<file path="src/rtl/uart_defs.sv">
// Shared UART definitions: FSM state encodings and oversampling constants.
// Used by the receiver and its baud tick generator.
package uart_defs;

    typedef enum logic [2:0] {
        IDLE      = 3'd0,
        START     = 3'd1,
        DATA      = 3'd2,
        PARITY    = 3'd3,
        STOP      = 3'd4,
        WAIT_IDLE = 3'd5
    } uart_state_e;

    localparam int OVS        = 16;
    localparam int MID_SAMPLE = 7;
    localparam int DATA_BITS  = 8;

    function automatic int calc_div(input int clk_freq, input int baud, input int ovs);
        int d;
        d = clk_freq / (baud * ovs);
        return (d < 1) ? 1 : d;
    endfunction

endpackage

</file>
<file path="src/rtl/gen_baudios.sv">
// Oversample tick generator: counts 0..DIV-1 while enabled, pulses tick on wrap.
// Clear restarts the count from zero so ticks align to a detected edge.
module gen_baudios #(
    parameter int DIV = 1
) (
    input  logic clk_i,
    input  logic rst_ni,
    input  logic en_i,
    input  logic clr_i,
    output logic tick_o
);

    localparam int CW = (DIV > 1) ? $clog2(DIV) : 1;

    logic [CW-1:0] cnt_q;
    logic [CW-1:0] cnt_d;
    logic          wrap;

    assign wrap = (cnt_q == CW'(DIV - 1));

    always_comb begin
        cnt_d = cnt_q;
        if (clr_i) begin
            cnt_d = '0;
        end else if (en_i) begin
            cnt_d = wrap ? '0 : cnt_q + CW'(1);
        end
    end

    always_ff @(posedge clk_i) begin
        if (!rst_ni) begin
            cnt_q <= '0;
        end else begin
            cnt_q <= cnt_d;
        end
    end

    assign tick_o = en_i & ~clr_i & wrap;

endmodule

</file>
<file path="src/rtl/recepcion_uart.sv">
// 16x oversampled UART receiver with mid-bit sampling and framing-error pulse.
// Define RECEPCION_UART_PARITY_EN to expect an even-parity bit after bit 7.
module recepcion_uart
    import uart_defs::*;
#(
    parameter int CLK_FREQ = 50_000_000,
    parameter int BAUD     = 9600
) (
    input  logic       clk_in,
    input  logic       reset,
    input  logic       rx,
    output logic [7:0] dout,
    output logic       done,
    output logic       busy,
    output logic       err_frame
);

    localparam int DIV = calc_div(CLK_FREQ, BAUD, OVS);

    logic        rx_meta_q;
    logic        rx_sync_q;
    logic        rx_prev_q;
    logic [1:0]  fill_q;
    logic        armed_q;

    uart_state_e state_q;
    logic [3:0]  samp_q;
    logic [2:0]  bit_q;
    logic [7:0]  shift_q;
    logic [7:0]  shift_d;
    logic [7:0]  dout_q;
    logic        done_q;
    logic        busy_q;
    logic        err_q;

    logic        tick;
    logic        start_det;
    logic        mid;
    logic        par_bad;

    // fill_q keeps armed from trusting the synchroniser's reset value
    always_ff @(posedge clk_in) begin
        if (!reset) begin
            rx_meta_q <= 1'b1;
            rx_sync_q <= 1'b1;
            rx_prev_q <= 1'b1;
            fill_q    <= 2'b00;
            armed_q   <= 1'b0;
        end else begin
            rx_meta_q <= rx;
            rx_sync_q <= rx_meta_q;
            rx_prev_q <= rx_sync_q;
            fill_q    <= {fill_q[0], 1'b1};
            if (fill_q[1] && rx_sync_q) begin
                armed_q <= 1'b1;
            end
        end
    end

    assign start_det = (state_q == IDLE) && armed_q && rx_prev_q && !rx_sync_q;
    assign mid       = tick && (samp_q == 4'(MID_SAMPLE));
    assign shift_d   = {rx_sync_q, shift_q[7:1]};

    gen_baudios #(
        .DIV (DIV)
    ) u_gen_baudios (
        .clk_i  (clk_in),
        .rst_ni (reset),
        .en_i   (state_q != IDLE),
        .clr_i  (start_det),
        .tick_o (tick)
    );

`ifdef RECEPCION_UART_PARITY_EN
    logic par_err_q;

    always_ff @(posedge clk_in) begin
        if (!reset) begin
            par_err_q <= 1'b0;
        end else if (state_q == START) begin
            par_err_q <= 1'b0;
        end else if (state_q == PARITY && mid) begin
            par_err_q <= rx_sync_q ^ (^shift_q);
        end
    end

    assign par_bad = par_err_q;
`else
    assign par_bad = 1'b0;
`endif

    always_ff @(posedge clk_in) begin
        if (!reset) begin
            state_q <= IDLE;
            samp_q  <= '0;
            bit_q   <= '0;
            shift_q <= '0;
            dout_q  <= '0;
            done_q  <= 1'b0;
            busy_q  <= 1'b0;
            err_q   <= 1'b0;
        end else begin
            done_q <= 1'b0;
            err_q  <= 1'b0;
            if (tick) begin
                samp_q <= samp_q + 4'd1;
            end
            unique case (state_q)
                IDLE: begin
                    if (start_det) begin
                        state_q <= START;
                        busy_q  <= 1'b1;
                        samp_q  <= '0;
                    end
                end
                START: begin
                    if (mid) begin
                        if (rx_sync_q) begin
                            state_q <= IDLE;
                            busy_q  <= 1'b0;
                        end else begin
                            state_q <= DATA;
                            bit_q   <= '0;
                        end
                    end
                end
                DATA: begin
                    if (mid) begin
                        shift_q <= shift_d;
                        bit_q   <= bit_q + 3'd1;
                        if (bit_q == 3'(DATA_BITS - 1)) begin
`ifdef RECEPCION_UART_PARITY_EN
                            state_q <= PARITY;
`else
                            state_q <= STOP;
`endif
                        end
                    end
                end
`ifdef RECEPCION_UART_PARITY_EN
                PARITY: begin
                    if (mid) begin
                        state_q <= STOP;
                    end
                end
`endif
                STOP: begin
                    if (mid) begin
                        if (rx_sync_q && !par_bad) begin
                            dout_q  <= shift_q;
                            done_q  <= 1'b1;
                            busy_q  <= 1'b0;
                            state_q <= IDLE;
                        end else begin
                            err_q   <= 1'b1;
                            state_q <= WAIT_IDLE;
                        end
                    end
                end
                WAIT_IDLE: begin
                    if (rx_sync_q) begin
                        state_q <= IDLE;
                        busy_q  <= 1'b0;
                    end
                end
                default: begin
                    state_q <= IDLE;
                    busy_q  <= 1'b0;
                end
            endcase
        end
    end

    assign dout      = dout_q;
    assign done      = done_q;
    assign busy      = busy_q;
    assign err_frame = err_q;

endmodule

</file>
<file path="config.mk">
export PLATFORM = sky130hd
export DESIGN_NAME = recepcion_uart
export DESIGN_NICKNAME = d
export VERILOG_FILES = /design/src/rtl/uart_defs.sv /design/src/rtl/gen_baudios.sv /design/src/rtl/recepcion_uart.sv
export SDC_FILE = /design/constraint.sdc
export NUM_CORES = 1
export LEC_CHECK = 0
export ABC_AREA = 1
export BUFFER_PORTS_ARGS = -buffer_cell sky130_fd_sc_hd__buf_2
export CAP_MARGIN = 30
export CELL_PAD_IN_SITES_DETAIL_PLACEMENT = 1
export CELL_PAD_IN_SITES_GLOBAL_PLACEMENT = 1
export CORE_UTILIZATION = 35
export CTS_CLUSTER_DIAMETER = 60
export CTS_CLUSTER_SIZE = 12
export DETAILED_ROUTE_END_ITERATION = 10
export PLACE_DENSITY_LB_ADDON = 0.25
export SKIP_LAST_GASP = 1
export SLEW_MARGIN = 20
export SYNTH_ARGS = -nofsm -noshare
export SYNTH_HDL_FRONTEND = slang
export SYNTH_SLANG_ARGS = --single-unit
</file>
<file path="constraint.sdc">
create_clock -name clk_in -period 2.85 [get_ports clk_in]
set_input_delay 0.285 -clock clk_in [delete_from_list [all_inputs] [get_ports clk_in]]
set_output_delay 0.285 -clock clk_in [all_outputs]
set_load 0.03 [all_outputs]
</file>
# Yosys cells after proc, flatten, opt, wreduce, memory -nomap -nowiden
# Index checks and enable logic that the tools add are counted.
dict set report word_totals {
  reg_bits 44
  inputBits 3
  output_inout_bits 11
}
dict set report op_classes {
  n_reduce_logical 17
  bitwise_logic 5
  n_eq_ne 15
  n_mux 24
  add_sub_neg 3
}
# cell n
set ops {}
lappend ops {{$mux W3} 10}
lappend ops {{$pmux W3 S5} 1}
lappend ops {{$mux W4} 3}
lappend ops {{$ne A2 B2 Y1 const B} 6}
lappend ops {{$add A9 B1 Y9 const B} 1}
lappend ops {{$eq A3 B3 Y1 const B} 3}
lappend ops {{$eq A9 B9 Y1 const B} 1}
lappend ops {{$mux W9} 1}
lappend ops {{$reduce_and A3 Y1} 3}
lappend ops {{$mux W1} 6}
lappend ops {{$pmux W3 S2} 1}
lappend ops {{$reduce_and A6 Y1} 1}
lappend ops {{$logic_and A1 B1 Y1} 5}
lappend ops {{$add A4 B1 Y4 const B} 1}
lappend ops {{$eq A4 B3 Y1 const B} 1}
lappend ops {{$ne A2 B1 Y1 const B} 2}
lappend ops {{$pmux W1 S4} 1}
lappend ops {{$reduce_and A4 Y1} 1}
lappend ops {{$reduce_or A2 Y1} 2}
lappend ops {{$add A3 B1 Y3 const B} 1}
lappend ops {{$eq A3 B1 Y1 const B} 1}
lappend ops {{$eq A3 B2 Y1 const B} 1}
lappend ops {{$logic_not A3 Y1} 1}
lappend ops {{$not A1 Y1} 3}
lappend ops {{other kinds (6)} 7}

# Depth between registers and ports, before layout
dict set report logic_depth {
  ltp_word 10
  depth_mapped 11
}

# Hierarchy
# A second synthesis with hierarchy kept.
dict set report hier_totals {
  hier_cells 251
  hier_area_um2 1914.3
}
# module cells_each instances area_each_um2
set by_module_without_submodules {}
lappend by_module_without_submodules {recepcion_uart 179 1 1400.1}
lappend by_module_without_submodules {gen_baudios 72 1 514.2}

# Worst setup path after synthesis
# No wires, ideal clock.
dict set report synth_path {
  path_type {reg-to-reg}
  start {reg samp_q[0]}
  end {reg dout_q[5] (netlist: dout[5])}
  setup_time_ps 117
  arrival_time_ps 1345
  path_buffers 1
  slack_ps 1389
  path_stages_with_launch 10
  path_cell_list {dfxtp_1 -> ha_1 -> nand2_1 -> nor2_1 -> nand4_4 -> inv_2 -> nand3_4 -> buf_6 -> o21ai_2 -> a21oi_1}
}
dict set report synth_via {
  elab_chain_cells 3
}
# element line_no
set synth_rtl {}
lappend synth_rtl {{from (decl)} recepcion_uart.sv:27} ;# logic [3:0] samp_q;
lappend synth_rtl {{from (signal assigned)} recepcion_uart.sv:106} ;# samp_q <= samp_q + 4'd1;
lappend synth_rtl {{$eq A4 B3 Y1} recepcion_uart.sv:61} ;# assign mid = tick && (samp_q == 4'(MID_SAMPLE));
lappend synth_rtl {{$logic_and A1 B1 Y1} recepcion_uart.sv:61}
lappend synth_rtl {{$reduce_and A3 Y1 (no source line)} n/a}
lappend synth_rtl {{to (signal assigned)} recepcion_uart.sv:150} ;# dout_q <= shift_q;
lappend synth_rtl {{to (decl)} recepcion_uart.sv:31} ;# logic [7:0] dout_q;
# Every way passes these cells.
# A chain may end at the register's enable or synchronous reset.

# Worst setup path in the final report
dict set report layout_path {
  start {reg samp_q[0]}
  end {reg dout_q[0] (netlist: dout[0])}
}
# Same word-level chain as after synthesis.

==> results.md <==
* Worst path slowest cell: dfxtp_1
* Post-synthesis cell area at 1940 um2
* Antenna violations before repair at 0
* Synthesis warning total at 0
* Peak VDD IR at 0.378 mV
* Final setup fails at 0
* H-tree Lvls at 2
* CP Cell Sequence: ha_1 > nand2_1 > nor2_1 > nand4_4 > inv_2 > nand3_4 > o21ai_0 > a21oi_1
* Slew margin rel. at 73.6%
* Hold path start: rx
* Setup bufs post-CTS at 0
* Die Ht at 76.4 um
* Crit path max fanout at 16
* Crit. End Element: flip-flop
* Layout area overhead at 12.5%
* CP startpoint kind: flip-flop
* Flip-flop cell with the highest count after synthesis: dfxtp_1
* Leak at 0.981 nW
* Minimum clock period at 1740 ps
* RR Startpoint: samp_q[0]
* Tcrit/Tclk final at 61.2%
* Share of the synthesized area in the top cell type at 45.5%
* Detailed router's first-iteration violation count at 49
* Vias/cell at 4.76
* CTS resizes at 0
* I/O pin count at 14
* I/O Buffers at 13
* Clk_skew at 6.15 ps
* Register area share after synthesis at 45.5%
* Via count at 1,634
* Clk buf depth at 2
* Maxcap violations at 0
* Synth async-reset ratio at 0%
* Share of cells above drive strength 1 at 15.4%
* Vias in the first global route at 1,692
* Hold Path Class: in -> reg
* Core area at 5200 um2
* Hold-fix buffers, CTS at 0
* FMAX at 573 MHz
* Largest area contributor in the netlist: dfxtp_1
* CP arrival at 1930 ps
* Worst Hold Endpoint: rx_meta_q
* DR pass1 iterations at 4
* TNS Setup at 0 ps
* WL final at 4200 um
* Syn Nets at 264
* CP peak stage delay at 360 ps
* Area of the multi-input gates at 880 um2
* Unique masters post-synth at 26
* Drc violations at 0
* First-pass GRT wire length at 7590 um
* Worst R2R Path Depth at 8
* Clk slew on worst S/H paths at 80 ps
* EDFF count, synth at 0
* Total grt overflow at 0
* Avg Synthesized Cell Area at 7.57 um2
* Routed WL per cell at 12.2 um
* Row count at 26
* Worst-Margin Slew at 392 ps
* Die area at 5840 um2
* R2r endpoint: dout[0]
* CTS sink cnt at 44
* Gr usage total at 16.4%
* Die width at 76.4 um
* Hold-critical path depth at 2
* Nets at 280
* Status: finished, final reports clean
* Worst R2R Setup Slack at 1110 ps
* Pwr per Cell Area at 705 nW/um2
* Crit path required time at 3040 ps
* Gpl congestion at 0.846
* Clk Latency, worst-skew pair at 300 ps
* Crit Path Category: reg -> reg
* CTS root buffer: clkbuf_8
* Clock tree from TritonCTS: built
* Sequential cell area at 881 um2
* Total CTS buffers at 5
* Worst hold slack at 168 ps
* Final Max Slew Viols at 0
* Final Hold Viols at 0
* Fillers at 667
* HPWL after DPL at 3170 um
* Starting Density at 37.2%
* Dpl cells at 335
* Seq cells post-synth at 44
* Syn Inst Count at 256
* Ranking of synthesized cells by area: dfxtp_1 (45%), nand2_1 (7.4%), nor2_1 (7.0%)
* Pin count of the biggest net entering global routing at 24
* Unrepaired setup endpoints after global routing: false
* Non-filler cells in the finished layout at 343
* Number of diodes at 0
* Remaining antenna violation count after routing at 0
==> registers in the layout, summed over array words and instances, names as in the netlist, 2 cells and up <==
name	flops
state_q	3
fill_q	2
shift_q	8
bit_q	3
dout	8
samp_q	4
u_gen_baudios.cnt_q	9
==> placed cells by master (no fill, tap or decap), types with 5 or more instances in the layout <==
cell type,count
a21oi_1,24
buf_2,13
clkbuf_8,5
dfxtp_1,44
ha_1,5
inv_1,35
inv_2,5
nand2_1,38
nand3_1,8
nand4_1,5
nor2_1,36
nor3_1,9
o21ai_0,25
==> worst max-delay path, delay by kind of cell, from the launching register on <==
| kind | cells | cell delay (ps) |
|---|---|---|
| AOI/OAI and AO/OA | 2 | 330 |
| adders and majority gates | 1 | 190 |
| buffers and inverters | 1 | 130 |
| DFF | 1 | 360 |
| and+or+nand+nor | 4 | 630 |
==> cell families after synthesis <==
group	synth area share, %
xor+xnor	0.452
simple gates	27.1
fa+ha+maj	3.23
buf+inv	9.11
flops	45.5
compound gates	14.6
==> synth_stat cells, types with 2 or more instances <==
cell type / n
nor2_4: 3
o21ai_2: 2
a21oi_1: 24
nor2_1: 36
inv_2: 5
inv_1: 35
ha_1: 5
o21ai_0: 25
nand4_1: 5
nor2_2: 3
or2_2: 3
nor3_1: 9
nand3_1: 8
dfxtp_1: 44
nand2_1: 38
==> power breakdown <==
group / internal (mW) / switching, mW
Clock: 0.264 / 0.224
Sequential: 0.647 / 0.0287
Combinational: 0.113 / 0.260
==> through the flow <==
stage | setup slack (ps) | util, % | total power [mW] | area [um2]
after floorplan | 1390 | - | 0.975 | 1940
after global placement | 1150 | 39.6 | 1.06 | 2060
after detailed placement | 1130 | 39.6 | 1.07 | 2060
after CTS | 1090 | 41.9 | 1.57 | 2180
after global routing | 943 | 41.9 | 1.64 | 2180
final | 1110 | 41.9 | 1.54 | 2180
==> routing by layer <==
metal  up-vias  track usage, %  share of wire, %
li1        853               -                 -
met3         5            4.43               2.6
met5         -               0                 0
met2        15            28.2                49
met1       761            19.2                47
met4         0            6.35               1.4
==> worst max-delay path by stage <==
stage          startpoint    endpoint  slack [ps]  cells after the start
6_report        samp_q[0]     dout[0]        1110                      8
5_1_grt         samp_q[0]     dout[0]         940                      8
3_3_place_gp    samp_q[0]  shift_q[5]        1150                      8
4_1_cts         samp_q[0]     dout[0]        1090                      8
3_5_place_dp    samp_q[0]  shift_q[6]        1130                      8
2_1_floorplan   samp_q[0]     dout[5]        1390                      9
==> cell type report <==
class | count | area share, %
Tap cell | 70 | 4.02
Multi-Input combinational cell | 168 | 40.4
Clock inverter | 3 | 2.18
Timing Repair Buffer | 13 | 2.99
Inverter | 40 | 6.89
Clock buffer | 5 | 3.16
Sequential cell | 44 | 40.4
(Power assumes the default switching activity.)
